## src/rtl/prog_loader_pkg.sv

```systemverilog
// Shared types and sizing for the byte-stream program loader.
package prog_loader_pkg;

   localparam int BYTE_W      = 8;
   localparam int INSTR_W     = 16;
   localparam int IMEM_ADDR_W = 8;
   localparam int MAX_WORDS   = 256;
   localparam int CNT_W       = $clog2(MAX_WORDS) + 1;

   typedef enum logic [2:0] {
      IDLE,
      HDR,
      HI,
      LO,
      WRITE,
      CSUM,
      DONE,
      ERR
   } state_t;

endpackage

```

## src/rtl/prog_loader.sv

```systemverilog
// Loads a framed byte stream (count, high/low instruction bytes, XOR checksum)
// into instruction memory and holds the CPU in reset until a clean load.
module prog_loader
   import prog_loader_pkg::*;
#(
   parameter bit                     CHECK_EN      = 1'b1,
   parameter logic [IMEM_ADDR_W-1:0] BASE_ADDR     = 8'h00,
   parameter bit                     HOLD_ON_RESET = 1'b1
) (
   input  logic                   clk,
   input  logic                   reset,
   input  logic                   start,
   input  logic [BYTE_W-1:0]      rx_data,
   input  logic                   rx_valid,
   output logic                   rx_ready,
   output logic                   imem_we,
   output logic [IMEM_ADDR_W-1:0] imem_addr,
   output logic [INSTR_W-1:0]     imem_wdata,
   output logic                   cpu_hold,
   output logic                   busy,
   output logic                   done,
   output logic                   err
);

   state_t                 state;
   logic [IMEM_ADDR_W-1:0] addr;
   logic [INSTR_W-1:0]     wdata;
   logic [CNT_W-1:0]       remaining;
   logic [BYTE_W-1:0]      csum;
   logic                   accept;

   // Handshake and status outputs decode the state only, never rx_valid.
   assign rx_ready   = (state == HDR) || (state == HI) || (state == LO) || (state == CSUM);
   assign busy       = (state == HDR) || (state == HI) || (state == LO) ||
                       (state == WRITE) || (state == CSUM);
   assign imem_we    = (state == WRITE);
   assign imem_addr  = addr;
   assign imem_wdata = wdata;
   assign accept     = rx_valid && rx_ready;

   always_ff @(posedge clk) begin
      if (reset) begin
         state     <= IDLE;
         addr      <= BASE_ADDR;
         wdata     <= '0;
         remaining <= '0;
         csum      <= '0;
         cpu_hold  <= HOLD_ON_RESET;
         done      <= 1'b0;
         err       <= 1'b0;
      end else begin
         case (state)
            IDLE, DONE, ERR: begin
               if (start) begin
                  state    <= HDR;
                  addr     <= BASE_ADDR;
                  csum     <= '0;
                  done     <= 1'b0;
                  err      <= 1'b0;
                  cpu_hold <= 1'b1;
               end
            end
            HDR: begin
               if (accept) begin
                  // A zero count byte encodes the maximum load size.
                  remaining <= (rx_data == '0) ? CNT_W'(MAX_WORDS) : CNT_W'(rx_data);
                  csum      <= csum ^ rx_data;
                  state     <= HI;
               end
            end
            HI: begin
               if (accept) begin
                  wdata[15:8] <= rx_data;
                  csum        <= csum ^ rx_data;
                  state       <= LO;
               end
            end
            LO: begin
               if (accept) begin
                  wdata[7:0] <= rx_data;
                  csum       <= csum ^ rx_data;
                  state      <= WRITE;
               end
            end
            WRITE: begin
               addr      <= addr + 1'b1;
               remaining <= remaining - 1'b1;
               if (remaining == CNT_W'(1)) begin
                  if (CHECK_EN) begin
                     state <= CSUM;
                  end else begin
                     state    <= DONE;
                     done     <= 1'b1;
                     cpu_hold <= 1'b0;
                  end
               end else begin
                  state <= HI;
               end
            end
            CSUM: begin
               if (accept) begin
                  if (rx_data == csum) begin
                     state    <= DONE;
                     done     <= 1'b1;
                     cpu_hold <= 1'b0;
                  end else begin
                     state <= ERR;
                     err   <= 1'b1;
                  end
               end
            end
            default: state <= IDLE;
         endcase
      end
   end

endmodule

```

## config.mk

```make
export PLATFORM = sky130hd
export DESIGN_NAME = prog_loader
export DESIGN_NICKNAME = d
export VERILOG_FILES = /design/src/rtl/prog_loader_pkg.sv /design/src/rtl/prog_loader.sv
export SDC_FILE = /design/constraint.sdc
export NUM_CORES = 1
export LEC_CHECK = 0
export ABC_AREA = 1
export BUFFER_PORTS_ARGS = -buffer_cell sky130_fd_sc_hd__buf_2
export CORE_UTILIZATION = 53
export DETAILED_ROUTE_END_ITERATION = 16
export PLACE_DENSITY = 0.77
export RECOVER_POWER = 25
export SETUP_SLACK_MARGIN = 0.2
export SLEW_MARGIN = 20
export SYNTH_ARGS = -nofsm -noshare
export SYNTH_HDL_FRONTEND = slang
export SYNTH_SLANG_ARGS = --single-unit
```

## constraint.sdc

```tcl
create_clock -name clk -period 2.6 [get_ports clk]
set_input_delay 0.52 -clock clk [delete_from_list [all_inputs] [get_ports clk]]
set_output_delay 0.52 -clock clk [all_outputs]
set_load 0.01 [all_outputs]
```

==> flow_summary.html <==
<table>
<tr><th>Metric</th><th>Value</th></tr>
<tr><th colspan="2">STA</th></tr>
<tr><td>Total setup violations reported at the end of the flow</td><td>0</td></tr>
<tr><td>Max-slew headroom</td><td>55.02%</td></tr>
<tr><td>Hold violation count in the final report</td><td>0</td></tr>
<tr><td>Fmax</td><td>0.5031 GHz</td></tr>
<tr><td>Layout Skew</td><td>0.01020 ns</td></tr>
<tr><td>Setup repair after global routing missed its margin</td><td>false</td></tr>
<tr><td>Final Critical Period</td><td>1.988 ns</td></tr>
<tr><td>Transition time at the pin with the least slew margin</td><td>0.6739 ns</td></tr>
<tr><td>Ratio of final minimum period to clock period</td><td>76.46%</td></tr>
<tr><td>Final total negative setup slack</td><td>0 ns</td></tr>
<tr><td>Max-slew violation count</td><td>0</td></tr>
<tr><th colspan="2">Clock tree</th></tr>
<tr><td>Clock latency on the worst-skew pair</td><td>0.31 ns</td></tr>
<tr><td>CTS Root Buffer Type</td><td>sky130_fd_sc_hd__clkbuf_8</td></tr>
<tr><td>Number of setup buffers added after CTS</td><td>0</td></tr>
<tr><td>Post-cts sizing count</td><td>0</td></tr>
<tr><td>Maximum level of the CTS H-tree</td><td>2</td></tr>
<tr><td>Sinks on Clock Net</td><td>47</td></tr>
<tr><td>Number of CTS-inserted buffers</td><td>5</td></tr>
<tr><td>CTS tree</td><td>built</td></tr>
<tr><td>Largest buffer count on any clock path</td><td>2</td></tr>
<tr><td>CTS hold repair buffers</td><td>0</td></tr>
<tr><td>Post-CTS clock slew at the launch and capture registers of the worst setup and hold paths</td><td>0.09 ns</td></tr>
<tr><th colspan="2">Global route</th></tr>
<tr><td>Met1 track demand over resource</td><td>33.30%</td></tr>
<tr><td>M2 GR Usage</td><td>41.79%</td></tr>
<tr><td>Global Route met3 Usage</td><td>6.908%</td></tr>
<tr><td>Grt ovf</td><td>0</td></tr>
<tr><td>Highest-utilization routing layer at the global route stage</td><td>met2</td></tr>
<tr><td>Number of global-route vias before repair</td><td>2006</td></tr>
<tr><td>Largest net degree at the start of global routing</td><td>25</td></tr>
<tr><td>Global-route wire length before repair</td><td>8942 microns</td></tr>
<tr><td>Initial antenna violation count</td><td>0</td></tr>
<tr><td>GRT Overall Usage</td><td>26.28%</td></tr>
<tr><th colspan="2">Pwr</th></tr>
<tr><td>Static power due to leakage</td><td>1.110 nW</td></tr>
<tr><td>VDD IR max</td><td>0.0004628 V</td></tr>
<tr><td>Power density over cell area</td><td>948.1 nW/um^2</td></tr>
<tr><th colspan="2">Critical path</th></tr>
<tr><td>Type of destination of the critical path</td><td>output pin</td></tr>
<tr><td>Launch point of the worst reg-to-reg path</td><td>state[1]$_SDFFE_PP0P_</td></tr>
<tr><td>Kind of critical path</td><td>reg2out</td></tr>
<tr><td>Critical-path cell with the highest stage delay</td><td>sky130_fd_sc_hd__dfxtp_1</td></tr>
<tr><td>Maximum fanout along the worst path</td><td>6</td></tr>
<tr><td>Register-to-register setup slack</td><td>0.96 ns</td></tr>
<tr><td>Crit path capture</td><td>busy</td></tr>
<tr><td>Crit-path cells</td><td>inv_2 -&gt; nand2_1 -&gt; nand2_2 -&gt; nor2_4 -&gt; inv_1 -&gt; buf_2</td></tr>
<tr><td>Depth of the worst register-to-register path</td><td>7</td></tr>
<tr><td>Delay contributed by the slowest stage of the critical path</td><td>0.51 ns</td></tr>
<tr><td>Data required, critical path</td><td>2.08 ns</td></tr>
<tr><td>Arrival time reported for the critical path endpoint</td><td>1.47 ns</td></tr>
<tr><td>Launch point of the worst path</td><td>state[2]$_SDFFE_PP0P_</td></tr>
<tr><td>FF-to-FF End</td><td>remaining[5]$_SDFFE_PP0P_</td></tr>
<tr><td>Category of the worst setup path launch point</td><td>flip-flop</td></tr>
<tr><th colspan="2">Synth</th></tr>
<tr><td>Part of the Yosys area used for sequential elements</td><td>40.04%</td></tr>
<tr><td>Post-synth cell types</td><td>30</td></tr>
<tr><td>Total nets after synthesis</td><td>354</td></tr>
<tr><td>Flip-flop cell with the highest count after synthesis</td><td>sky130_fd_sc_hd__dfxtp_1</td></tr>
<tr><td>Number of enable-type register cells in the synthesized netlist</td><td>0</td></tr>
<tr><td>Synth Area per Inst</td><td>6.931 sq um</td></tr>
<tr><td>Number of instances in the synthesized netlist</td><td>339</td></tr>
<tr><td>Number of register bits inferred by synthesis</td><td>47</td></tr>
<tr><td>Post-synthesis cell area</td><td>2350 sq um</td></tr>
<tr><td>Synth async-reset ratio</td><td>0%</td></tr>
<tr><td>Yosys warning count</td><td>0</td></tr>
<tr><th colspan="2">Routing</th></tr>
<tr><td>DRT iter0 DRCs</td><td>124</td></tr>
<tr><td>DRC violation count after routing</td><td>0</td></tr>
<tr><td>Vias per cell</td><td>5.381</td></tr>
<tr><td>Detail Route Antenna Nets</td><td>0</td></tr>
<tr><td>Routed length per instance</td><td>13.08 microns</td></tr>
<tr><td>Total Routed Length</td><td>5625 microns</td></tr>
<tr><td>DRT Pass-1 Iters</td><td>4</td></tr>
<tr><td>Vias after detailed routing</td><td>2314</td></tr>
<tr><th colspan="2">Floorplanning</th></tr>
<tr><td>FP Rows</td><td>23</td></tr>
<tr><td>Die width</td><td>68.59 microns</td></tr>
<tr><td>Core footprint</td><td>4115 sq um</td></tr>
<tr><td>Top-Level Pins</td><td>42</td></tr>
<tr><td>Die outline height</td><td>68.59 microns</td></tr>
<tr><td>Effective utilization at floorplan</td><td>57.10%</td></tr>
<tr><td>Die area</td><td>4704 sq um</td></tr>
<tr><th colspan="2">Cells and area</th></tr>
<tr><td>Most frequent standard cell in the layout excluding fill and tap cells</td><td>sky130_fd_sc_hd__nand2_1</td></tr>
<tr><td>Most frequent cells in the layout</td><td>sky130_fd_sc_hd__nand2_1, sky130_fd_sc_hd__a21oi_1, sky130_fd_sc_hd__dfxtp_1</td></tr>
<tr><td>Number of diodes</td><td>0</td></tr>
<tr><td>Fraction of final layout cells sized beyond drive strength 1</td><td>12.11%</td></tr>
<tr><td>Layout net count</td><td>394</td></tr>
<tr><td>Filler-free cell count of the finished design</td><td>430</td></tr>
<tr><td>Filler cell count</td><td>397</td></tr>
<tr><td>Area added between synthesis and finish</td><td>14.06%</td></tr>
<tr><th colspan="2">Placed design</th></tr>
<tr><td>Cell Count Post-Placement</td><td>422</td></tr>
<tr><td>RD Place Congestion</td><td>0.8758</td></tr>
<tr><td>Post-detailed-placement half-perimeter wirelength</td><td>4033 microns</td></tr>
<tr><td>I/O Buffers</td><td>41</td></tr>
<tr><th colspan="2">Run</th></tr>
<tr><td>Max-cap violations</td><td>0</td></tr>
<tr><th colspan="2">Outcome</th></tr>
<tr><td>Run status</td><td>finished, final reports clean</td></tr>
<tr><th colspan="2">Hold path</th></tr>
<tr><td>Hold crit path type</td><td>reg2reg</td></tr>
</table>
==> Yosys cell counts, types with 2 or more instances <==
library cell	count	share of area (%)
sky130_fd_sc_hd__o21ai_1	2	0.43
sky130_fd_sc_hd__nand2_1	80	13
sky130_fd_sc_hd__nand2_4	2	0.96
sky130_fd_sc_hd__a211oi_1	2	0.64
sky130_fd_sc_hd__nand2_2	2	0.53
sky130_fd_sc_hd__nor2_1	16	2.6
sky130_fd_sc_hd__dfxtp_1	47	40
sky130_fd_sc_hd__clkbuf_1	4	0.64
sky130_fd_sc_hd__o21ai_0	32	6.8
sky130_fd_sc_hd__a31oi_1	4	1.1
sky130_fd_sc_hd__nor2_2	2	0.53
sky130_fd_sc_hd__buf_4	3	0.96
sky130_fd_sc_hd__nor2_4	3	1.4
sky130_fd_sc_hd__ha_1	3	1.6
sky130_fd_sc_hd__a21oi_1	47	10
sky130_fd_sc_hd__nor3_1	3	0.64
sky130_fd_sc_hd__nor4_1	3	0.80
sky130_fd_sc_hd__inv_1	40	6.4
sky130_fd_sc_hd__inv_2	2	0.32
sky130_fd_sc_hd__o211ai_1	2	0.64
sky130_fd_sc_hd__nand3_1	31	6.6
==> stage by stage <==
stage                     worst slack [ns]  power (mW)  hold WS (ns)  area (sq um)  util [%]
after global routing                0.4935       2.719        0.4888          2680     65.13
after floorplan                      1.097       1.706        0.4535          2350         -
after detailed placement            0.7055       1.910        0.4445          2567     62.39
after global placement              0.7508       1.889        0.4518          2567     62.39
after CTS                           0.6016       2.555        0.4665          2704     65.70
final                               0.6121       2.541        0.4661          2680     65.13
==> worst max-delay path: cells and delay by family, from the launching register on <==
family,cells,cell delay [ns]
buffers and inverters,3,0.29
flip-flops,1,0.51
AND/OR/NAND/NOR,3,0.36
==> flip-flops by register name, indices dropped and copies added, names as in the netlist <==
name,flops
remaining,9
err,1
done,1
state,3
csum,8
imem_addr,8
cpu_hold,1
imem_wdata,16
==> final cells by class <==
type                            count  area [sq um]  area share, %
Clock inverter                      3         67.56          2.521
Timing Repair Buffer               43         196.4          7.330
Sequential cell                    47         940.9          35.11
Tap cell                           50         62.56          2.334
Multi-Input combinational cell    240          1186          44.26
Inverter                           42         157.7          5.882
Clock buffer                        5         68.82          2.568
==> how the worst min path moves through the flow <==
stage               depth (start not counted)                   endpoint                      start
finish                                      2           err$_SDFFE_PP0P_           err$_SDFFE_PP0P_
global route                                2           err$_SDFFE_PP0P_           err$_SDFFE_PP0P_
CTS                                         2           err$_SDFFE_PP0P_           err$_SDFFE_PP0P_
detailed placement                          2      cpu_hold$_SDFFE_PP1P_      cpu_hold$_SDFFE_PP1P_
global placement                            2          done$_SDFFE_PP0P_          done$_SDFFE_PP0P_
floorplan                                   2  remaining[7]$_SDFFE_PP0P_  remaining[7]$_SDFFE_PP0P_
==> power by group <==
| part | switching (mW) | total (mW) | internal (mW) |
|---|---|---|---|
| combinational | 0.635 | 0.939 | 0.304 |
| clock | 0.258 | 0.642 | 0.383 |
| sequential | 0.0996 | 0.960 | 0.861 |
==> layer usage <==
layer / part of all wire [%] / up-vias
met3: 6.1 / 7
li1: - / 1202
met4: 1.5 / 0
met5: 0 / -
met2: 46 / 64
met1: 47 / 1041
==> cell families (layout without fill, tap and decap cells) <==
group                      count (synthesis)  in the layout  share of synthesized area (%)
AOI/OAI and AO/OA                         91             91                          20.29
xor gates and xnor gates                   1              1                         0.3728
adders and majority gates                  3              3                          1.598
buffers and inverters                     52             93                          9.478
DFF                                       47             47                          40.04
and+or+nand+nor                          145            145                          28.22
Power figures use the tool's default switching activity.
